===== config.mk =====
export PLATFORM = sky130hd
export DESIGN_NAME = fpu_issue_ctrl_flat
export DESIGN_NICKNAME = d
export VERILOG_FILES = /design/src/rtl/fpu_issue_ctrl_if.sv /design/src/rtl/fpu_issue_ctrl.sv /design/src/flat_wrapper.sv
export SDC_FILE = /design/constraint.sdc
export NUM_CORES = 1
export LEC_CHECK = 0
export CAP_MARGIN = 20
export CORE_MARGIN = 2
export CORE_UTILIZATION = 58
export DETAILED_ROUTE_END_ITERATION = 16
export GPL_ROUTABILITY_DRIVEN = 0
export PLACE_DENSITY_LB_ADDON = 0.05
export SYNTH_ARGS = -nofsm -noshare
export SYNTH_HDL_FRONTEND = slang
export SYNTH_SLANG_ARGS = --single-unit
export TNS_END_PERCENT = 20

===== constraint.sdc =====
create_clock -name clk -period 6.7 [get_ports clk]
set_input_delay 1.675 -clock clk [delete_from_list [all_inputs] [get_ports clk]]
set_output_delay 1.675 -clock clk [all_outputs]
set_load 0.05 [all_outputs]

===== src/rtl/fpu_issue_ctrl_if.sv =====
// Command / response handshake bundle between a core-side
// issuer and fpu_issue_ctrl.
interface fpu_issue_ctrl_if #(
   parameter int TAG_W   = 4,
   parameter int FPCSR_W = 12
);
   logic               cmd_valid;
   logic               cmd_ready;
   logic [7:0]         cmd_op;
   logic [31:0]        cmd_a;
   logic [31:0]        cmd_b;
   logic [1:0]         cmd_rm;
   logic [TAG_W-1:0]   cmd_tag;
   logic               rsp_valid;
   logic               rsp_ready;
   logic [31:0]        rsp_result;
   logic               rsp_cmp;
   logic [FPCSR_W-1:0] rsp_fpcsr;
   logic [TAG_W-1:0]   rsp_tag;
   logic               rsp_tmo;

   modport master (
      output cmd_valid, cmd_op, cmd_a, cmd_b, cmd_rm, cmd_tag,
      output rsp_ready,
      input  cmd_ready,
      input  rsp_valid, rsp_result, rsp_cmp, rsp_fpcsr,
      input  rsp_tag, rsp_tmo
   );

   modport slave (
      input  cmd_valid, cmd_op, cmd_a, cmd_b, cmd_rm, cmd_tag,
      input  rsp_ready,
      output cmd_ready,
      output rsp_valid, rsp_result, rsp_cmp, rsp_fpcsr,
      output rsp_tag, rsp_tmo
   );
endinterface


===== src/rtl/fpu_issue_ctrl.sv =====
// Issue sequencer in front of pfpu32_top: command FIFO,
// decode/execute strobes, result capture and timeout flush.
module fpu_issue_ctrl #(
   parameter int DEPTH   = 4,
   parameter int TAG_W   = 4,
   parameter int FPCSR_W = 12,
   parameter int TMO     = 64
) (
   input  logic               clk,
   input  logic               reset_n,
   fpu_issue_ctrl_if.slave    bus,
   output logic               flush_o,
   output logic               padv_decode_o,
   output logic               padv_execute_o,
   output logic [7:0]         op_fpu_o,
   output logic [31:0]        rfa_o,
   output logic [31:0]        rfb_o,
   output logic [1:0]         round_mode_o,
   input  logic [31:0]        fpu_result_i,
   input  logic               arith_valid_i,
   input  logic               cmp_flag_i,
   input  logic               cmp_valid_i,
   input  logic [FPCSR_W-1:0] fpcsr_i
);
   localparam int PW = $clog2(DEPTH);
   localparam int CW = $clog2(DEPTH + 1);
   localparam int TW = $clog2(TMO);

   localparam logic [2:0] S_IDLE   = 3'd0;
   localparam logic [2:0] S_DECODE = 3'd1;
   localparam logic [2:0] S_EXEC   = 3'd2;
   localparam logic [2:0] S_WAIT   = 3'd3;
   localparam logic [2:0] S_FLUSH  = 3'd4;
   localparam logic [2:0] S_RESP   = 3'd5;

   typedef struct packed {
      logic [7:0]       op;
      logic [31:0]      a;
      logic [31:0]      b;
      logic [1:0]       rm;
      logic [TAG_W-1:0] tag;
   } cmd_t;

   cmd_t               mem [DEPTH];
   cmd_t               head;
   logic [PW-1:0]      wr_ptr;
   logic [PW-1:0]      rd_ptr;
   logic [CW-1:0]      count;
   logic [2:0]         state;
   logic [TW-1:0]      timer;
   logic               push;
   logic               pop;
   logic               exp_valid;
   logic [TAG_W-1:0]   tag_q;
   logic [31:0]        res_q;
   logic               cmp_q;
   logic [FPCSR_W-1:0] csr_q;
   logic               tmo_q;

   assign bus.cmd_ready  = count < CW'(DEPTH);
   assign push           = bus.cmd_valid && bus.cmd_ready;
   assign pop            = (state == S_IDLE) && (count != '0);
   assign head           = mem[rd_ptr];
   assign exp_valid      = op_fpu_o[3] ? cmp_valid_i
                                       : arith_valid_i;
   assign bus.rsp_valid  = state == S_RESP;
   assign bus.rsp_result = res_q;
   assign bus.rsp_cmp    = cmp_q;
   assign bus.rsp_fpcsr  = csr_q;
   assign bus.rsp_tag    = tag_q;
   assign bus.rsp_tmo    = tmo_q;

   // Storage needs no reset: count alone decides what is valid.
   always_ff @(posedge clk) begin
      if (push)
         mem[wr_ptr] <= {bus.cmd_op, bus.cmd_a, bus.cmd_b,
                         bus.cmd_rm, bus.cmd_tag};
   end

   always_ff @(posedge clk or negedge reset_n) begin
      if (!reset_n) begin
         wr_ptr <= '0;
         rd_ptr <= '0;
         count  <= '0;
      end else begin
         if (push) wr_ptr <= wr_ptr + PW'(1);
         if (pop)  rd_ptr <= rd_ptr + PW'(1);
         unique case ({push, pop})
            2'b10:   count <= count + CW'(1);
            2'b01:   count <= count - CW'(1);
            default: ;
         endcase
      end
   end

   always_ff @(posedge clk or negedge reset_n) begin
      if (!reset_n) begin
         state          <= S_IDLE;
         timer          <= '0;
         flush_o        <= 1'b0;
         padv_decode_o  <= 1'b0;
         padv_execute_o <= 1'b0;
         op_fpu_o       <= '0;
         rfa_o          <= '0;
         rfb_o          <= '0;
         round_mode_o   <= '0;
         tag_q          <= '0;
         res_q          <= '0;
         cmp_q          <= 1'b0;
         csr_q          <= '0;
         tmo_q          <= 1'b0;
      end else begin
         flush_o        <= 1'b0;
         padv_decode_o  <= 1'b0;
         padv_execute_o <= 1'b0;
         unique case (state)
            S_IDLE: begin
               if (pop) begin
                  op_fpu_o      <= head.op;
                  rfa_o         <= head.a;
                  rfb_o         <= head.b;
                  round_mode_o  <= head.rm;
                  tag_q         <= head.tag;
                  padv_decode_o <= 1'b1;
                  state         <= S_DECODE;
               end
            end
            S_DECODE: begin
               padv_execute_o <= 1'b1;
               state          <= S_EXEC;
            end
            S_EXEC: begin
               timer <= '0;
               state <= S_WAIT;
            end
            // A valid on the last counted cycle beats the flush.
            S_WAIT: begin
               if (exp_valid) begin
                  res_q <= op_fpu_o[3] ? 32'd0 : fpu_result_i;
                  cmp_q <= op_fpu_o[3] & cmp_flag_i;
                  csr_q <= fpcsr_i;
                  tmo_q <= 1'b0;
                  state <= S_RESP;
               end else if (timer == TW'(TMO - 1)) begin
                  flush_o <= 1'b1;
                  state   <= S_FLUSH;
               end else begin
                  timer <= timer + TW'(1);
               end
            end
            S_FLUSH: begin
               res_q <= '0;
               cmp_q <= 1'b0;
               csr_q <= '0;
               tmo_q <= 1'b1;
               state <= S_RESP;
            end
            S_RESP: begin
               if (bus.rsp_ready) state <= S_IDLE;
            end
            default: state <= S_IDLE;
         endcase
      end
   end
endmodule

===== src/flat_wrapper.sv =====
// flat-port wrapper written by rule: the top's interface ports become plain ports
module fpu_issue_ctrl_flat 
#(
   parameter int DEPTH   = 4,
   parameter int TAG_W   = 4,
   parameter int FPCSR_W = 12,
   parameter int TMO     = 64
)
  (clk, reset_n, flush_o, padv_decode_o, padv_execute_o, op_fpu_o, rfa_o, rfb_o, round_mode_o, fpu_result_i, arith_valid_i, cmp_flag_i, cmp_valid_i, fpcsr_i, bus_cmd_valid, bus_cmd_op, bus_cmd_a, bus_cmd_b, bus_cmd_rm, bus_cmd_tag, bus_rsp_ready, bus_cmd_ready, bus_rsp_valid, bus_rsp_result, bus_rsp_cmp, bus_rsp_fpcsr, bus_rsp_tag, bus_rsp_tmo);
  fpu_issue_ctrl_if #(.TAG_W(TAG_W), .FPCSR_W(FPCSR_W)) bus_i ();
  input  logic clk;
  input  logic reset_n;
  output logic flush_o;
  output logic padv_decode_o;
  output logic padv_execute_o;
  output logic [7:0] op_fpu_o;
  output logic [31:0] rfa_o;
  output logic [31:0] rfb_o;
  output logic [1:0] round_mode_o;
  input  logic [31:0] fpu_result_i;
  input  logic arith_valid_i;
  input  logic cmp_flag_i;
  input  logic cmp_valid_i;
  input  logic [FPCSR_W-1:0] fpcsr_i;
  input wire logic [$bits(bus_i.cmd_valid)-1:0] bus_cmd_valid;
  input wire logic [$bits(bus_i.cmd_op)-1:0] bus_cmd_op;
  input wire logic [$bits(bus_i.cmd_a)-1:0] bus_cmd_a;
  input wire logic [$bits(bus_i.cmd_b)-1:0] bus_cmd_b;
  input wire logic [$bits(bus_i.cmd_rm)-1:0] bus_cmd_rm;
  input wire logic [$bits(bus_i.cmd_tag)-1:0] bus_cmd_tag;
  input wire logic [$bits(bus_i.rsp_ready)-1:0] bus_rsp_ready;
  output wire logic [$bits(bus_i.cmd_ready)-1:0] bus_cmd_ready;
  output wire logic [$bits(bus_i.rsp_valid)-1:0] bus_rsp_valid;
  output wire logic [$bits(bus_i.rsp_result)-1:0] bus_rsp_result;
  output wire logic [$bits(bus_i.rsp_cmp)-1:0] bus_rsp_cmp;
  output wire logic [$bits(bus_i.rsp_fpcsr)-1:0] bus_rsp_fpcsr;
  output wire logic [$bits(bus_i.rsp_tag)-1:0] bus_rsp_tag;
  output wire logic [$bits(bus_i.rsp_tmo)-1:0] bus_rsp_tmo;
  assign bus_i.cmd_valid = bus_cmd_valid;
  assign bus_i.cmd_op = bus_cmd_op;
  assign bus_i.cmd_a = bus_cmd_a;
  assign bus_i.cmd_b = bus_cmd_b;
  assign bus_i.cmd_rm = bus_cmd_rm;
  assign bus_i.cmd_tag = bus_cmd_tag;
  assign bus_i.rsp_ready = bus_rsp_ready;
  assign bus_cmd_ready = bus_i.cmd_ready;
  assign bus_rsp_valid = bus_i.rsp_valid;
  assign bus_rsp_result = bus_i.rsp_result;
  assign bus_rsp_cmp = bus_i.rsp_cmp;
  assign bus_rsp_fpcsr = bus_i.rsp_fpcsr;
  assign bus_rsp_tag = bus_i.rsp_tag;
  assign bus_rsp_tmo = bus_i.rsp_tmo;
  fpu_issue_ctrl #(.DEPTH(DEPTH), .TAG_W(TAG_W), .FPCSR_W(FPCSR_W), .TMO(TMO)) u_core (.clk(clk), .reset_n(reset_n), .bus(bus_i), .flush_o(flush_o), .padv_decode_o(padv_decode_o), .padv_execute_o(padv_execute_o), .op_fpu_o(op_fpu_o), .rfa_o(rfa_o), .rfb_o(rfb_o), .round_mode_o(round_mode_o), .fpu_result_i(fpu_result_i), .arith_valid_i(arith_valid_i), .cmp_flag_i(cmp_flag_i), .cmp_valid_i(cmp_valid_i), .fpcsr_i(fpcsr_i));
endmodule

## After elaboration in Yosys (flattened, before gate mapping)

Memory sizes are Yosys's and may differ from the RTL's. A register that Yosys moved wholly into a read port is not among the register bits.
Cells that the tools add are included.

| cells by class | value |
|---|---|
| muxes and demuxes | 27 |
| bitwise operators | 1 |
| $lt $le $gt $ge | 1 |
| $add $sub $neg | 5 |
| eq/ne operators | 14 |
| reduce and logical (&&, ||, !) cells | 12 |

Operators with widths:

| cell | count |
|---|---|
| 2-to-1 mux 32 bit | 2 |
| case mux 32 bit (2 select lines) | 1 |
| case mux 12 bit (2 select lines) | 1 |
| case mux 3 bit (6 select lines) | 1 |
| 2-to-1 mux 12 bit | 1 |
| 2-to-1 mux 3 bit | 4 |
| 2-to-1 mux 6 bit | 2 |
| case mux 6 bit (2 select lines) | 1 |
| 2-to-1 mux 1 bit | 11 |
| adder 6 x 1 -> 6 bit, second input constant | 1 |
| == test 3 x 2 -> 1 bit, second input constant | 2 |
| == test 3 bit, second input constant | 2 |
| == test 6 bit, second input constant | 1 |
| != test 2 bit, second input constant | 3 |
| case mux 3 bit (2 select lines) | 1 |
| AND reduction 3 bit | 2 |
| nonzero test 2 bit | 3 |
| adder 2 x 1 -> 2 bit, second input constant | 2 |
| != test 2 x 1 -> 1 bit, second input constant | 2 |
| case mux 1 bit (2 select lines) | 2 |
| AND reduction 2 bit | 2 |
| adder 3 x 1 -> 3 bit, second input constant | 1 |
| == test 3 x 1 -> 1 bit, second input constant | 1 |
| zero test 3 bit | 1 |
| 9 further kinds | 10 |

| word-level totals | value |
|---|---|
| memories | 1 |
| bits in writable memories | 312 |
| output and inout port bits | 129 |
| bits in registers | 65 |

Memories:

| name | words | width | rd ports | clocked after memory_dff | wr ports | line | source |
|---|---|---|---|---|---|---|---|
| u_core.mem | 4 | 78 | 1 | 1 | 1 | fpu_issue_ctrl.sv:44 | `cmd_t mem [DEPTH];` |

## Longest topological paths before layout

| depth | value |
|---|---|
| depth in word-level cells | 4 |
| mapped depth | 12 |

## Worst setup path before layout

No wires, ideal clock.

| timing path | value |
|---|---|
| path kind | input to register |
| from | input port bus_cmd_valid |
| to | memory u_core.mem[0][0] (netlist bit), enable pin |
| setup time | 0.445 ns |
| setup slack | 2.390 ns |
| arrival time | 3.865 ns |
| cell stages on the path | 3 |
| data required time | 6.255 ns |
| cells stage by stage | nor2b_1 > clkbuf_1 > and2_1 |

| on the way | value |
|---|---|
| word-level cells in the longest chain between the ends | 3 |

RTL lines:

| element | line | source |
|---|---|---|
| from (decl) | flat_wrapper.sv:25 | `input wire logic [$bits(bus_i.cmd_valid)-1:0] bus_cmd_valid;` |
| logical AND 1 bit | fpu_issue_ctrl.sv:61 | `assign push = bus.cmd_valid && bus.cmd_ready;` |
| 2-to-1 mux 1 bit | fpu_issue_ctrl.sv:75 | `if (push)` |
| 2-to-1 mux 1 bit (implied by the code) | fpu_issue_ctrl.sv:76 | `mem[wr_ptr] <= {bus.cmd_op, bus.cmd_a, bus.cmd_b,` |
| to (decl) | fpu_issue_ctrl.sv:44 |  |

No other way between the ends.

## Worst setup path in the final report

| timing path | value |
|---|---|
| from | register u_core.state[0] |
| to | output port bus_rsp_valid |

| on the way | value |
|---|---|
| word-level cells in the longest chain between the ends | 1 |

RTL lines:

| element | line | source |
|---|---|---|
| from (decl) | fpu_issue_ctrl.sv:49 | `logic [2:0] state;` |
| from (signal assigned) | fpu_issue_ctrl.sv:98 | `state <= S_IDLE;` |
| from (signal assigned) | fpu_issue_ctrl.sv:125 | `state <= S_DECODE;` |
| from (signal assigned) | fpu_issue_ctrl.sv:130 | `state <= S_EXEC;` |
| == test 3 bit | fpu_issue_ctrl.sv:66 | `assign bus.rsp_valid = state == S_RESP;` |
| to (decl) | flat_wrapper.sv:33 | `output wire logic [$bits(bus_i.rsp_valid)-1:0] bus_rsp_valid;` |

No other way between the ends.

==> results.yml <==
cells_and_area:
  multi_input_area_um2: 3730
  synthToLayoutAreaGrowth_pct: 25.6
  fin_nets: 1226
  seqCellArea_um2: 13000
  final_cell_count_no_fill: 1513
  most-common-layout-cells: "edfxtp_1 (312), clkdlybuf4s50_1 (256), dfrtp_1 (141)"
  fill_cells: 1717
  final_common_cell: "edfxtp_1"
  drive_above_1_share: 0.205
die:
  die-area_um2: 30600
  fp.coreArea_um2: 28800
  die-width_um: 175
  num_rows: 62
  die_h_um: 175
  ioPinCount: 258
  start_util: 0.589
place:
  hpwl_um: 19600
  io_buffers: 257
  place_inst: 1425
logic_synthesis:
  synth_top_area_share: 0.552
  synth_seq_area_share: 0.763
  synth_cell_types: 47
  postSynth.asyncResetShare: 0.314
  netlist_area_um2: 17000
  syn-num-nets: 959
  synth_seq_cells: 455
  synth_ff_type: "edfxtp_1"
  synth_cells: 823
  ys_warn_count: 0
  synth_area_leaders: "edfxtp_1 (55%), dfrtp_1 (21%), mux4_2 (10%)"
  syn_area_per_cell_um2: 20.6
  synth_top_cell_by_area: "edfxtp_1"
  synth_edf_count: 312
critical_path:
  crit_path_max_incr_delay_ns: 0.80
  crit_fanout: 18
  end_kind: "output pin"
  required_ns: 5.03
  path_delay_family: "buffers and inverters"
  cp-start-kind: "register"
  cp_cell_sequence: "and3b_1 -> clkdlybuf4s50_1"
  crit_buf_inv: 1
  crit_type: "register to output pin"
  cp_slowest_cell: "clkdlybuf4s50_1"
  critical_path_arrival_ns: 2.18
clocking:
  clkTransAtPathRegs_ns: 0.06
  ctsResizeCount: 0
  clk_latency_ns: 0.54
  cts_sinks: 455
  cts-htree-levels: 2
  cts_setup_buffers: 0
  cts_root_buf: "clkbuf_16"
  hold_buffers: 0
  numCtsBuffers: 46
  clockBufferDepth: 3
  cts_tree: "done"
routing:
  postRouteAntennaNets: 0
  vias_per_cell: 5.65
  drt_wl_total_um: 32400
  wl_per_cell_um: 21.4
  drc: 0
  first_pass_iters: 5
  num_vias: 8549
  initialDrtViolationCount: 595
sta:
  rsz0062_at_grt: "false"
  slew_headroom: 0.369
  post-route-min-period_ns: 3.86
  report.final.slew_viol_count: 0
  finalHoldViolCount: 0
  setup_viol: 0
  post-route-period-util: 0.576
  setup_tns_ns: 0
  finClkSkew_ns: 0.0177
  max_freq_ghz: 0.259
  worstMarginPinSlew_ns: 0.947
global_routing:
  grt-ovfl-total: 0
  grt_pass1_wl_um: 50800
  antenna_found_initial: 1
  grt_pass1_vias: 8934
  grt.total_usage: 0.216
  grt_max_degree: 95
power:
  leakage_nw: 7.62
  power.density_nw_per_um2: 485
  irDropWorstVdd_v: 0.000362
min_path:
  hold_path.class: "register to register"
run:
  maxCapViolations: 0
status:
  status: "finished clean"
## path summary, 6_finish.rpt
path                                        from                       end  slack [ns]  depth (start not counted)
worst min-delay path            u_core.rfb_o[17]          u_core.rfb_o[17]        0.49                          1
min in group asynchronous                reset_n          u_core.rfa_o[31]        1.25                          1
worst max register to register  u_core.rd_ptr[0]          u_core.rfb_o[16]        3.93                          3
worst min register to register  u_core.rfb_o[17]          u_core.rfb_o[17]        0.49                          1
max in group asynchronous                reset_n  u_core.bus.rsp_result[9]        4.25                          2
worst max-delay path             u_core.state[0]             bus_rsp_valid        2.84                          2
## synthesized netlist by cell type, types with 4 or more instances
master      n
nor2_1      5
clkbuf_1   16
o21ai_0     5
mux4_2     78
a21oi_1     5
buf_2      18
mux2_2     68
dfrtp_1   143
edfxtp_1  312
ha_1        6
and2_1      6
buf_6       4
o211ai_1    4
nand3_1    15
inv_1      10
nand2b_1    4
mux2_1     11
o21ai_1     9
xnor2_1     4
buf_4       9
nand2_1    23
a22o_1     33
## sequential cells by signal (all words and copies together), names as in the netlist, 2 cells and up
register and flops:
u_core.count 3, u_core.round_mode_o 2, u_core.wr_ptr 2, u_core.bus.rsp_fpcsr 12
u_core.bus.rsp_tag 4, u_core.bus.rsp_result 32, u_core.rd_ptr 2, u_core.mem 312
u_core.state 3, u_core.op_fpu_o 8, u_core.rfa_o 32, u_core.rfb_o 32
u_core.timer 6
## through the flow
step	utilization	worst slack [ns]	hold WS (ns)	total power, mW	area, um^2
floorplan	-	2.39	0.468	6.84	17000
global placement	0.689	2.47	0.474	8.00	19800
detailed placement	0.690	2.43	0.480	8.06	19900
CTS	0.739	2.81	0.492	10.4	21300
global route	0.740	2.73	0.502	10.8	21300
finish	0.740	2.84	0.487	10.3	21300
## report_power, final
| part | leakage (nW) | total (mW) | internal (mW) | switching, mW |
|---|---|---|---|---|
| clock | 0.699 | 2.37 | 1.36 | 1.01 |
| combinational | 2.33 | 3.85 | 1.61 | 2.24 |
| sequential | 4.59 | 4.12 | 3.70 | 0.420 |
## area by class of cell
type / count / share of cell area
sequential: 455 / 0.608
antenna: 1 / 0.000117
clock buffer: 70 / 0.0620
inverter: 10 / 0.00176
clock inverter: 16 / 0.00452
multi-input combinational: 310 / 0.175
tap: 384 / 0.0226
timing repair buffer: 267 / 0.126
## kinds of logic (layout without fill, tap and decap cells)
| family | count (synthesis) | in the layout | share of synthesized area |
|---|---|---|---|
| other cells | 0 | 1 | 0 |
| flops | 455 | 455 | 0.763 |
| simple gates | 69 | 69 | 0.0212 |
| buf+inv | 58 | 363 | 0.0179 |
| compound gates | 69 | 69 | 0.0316 |
| xor+xnor | 6 | 6 | 0.00310 |
| mux | 159 | 159 | 0.157 |
| fa+ha+maj | 7 | 7 | 0.00561 |
## metal layers
layer	wire length, um	GRT usage	part of all wire
met1	13800	0.300	0.43
met2	15800	0.352	0.49
met3	2250	0.0485	0.069
met4	502	0.0604	0.015
met5	0	0	0
Power figures use the tool's default switching activity.
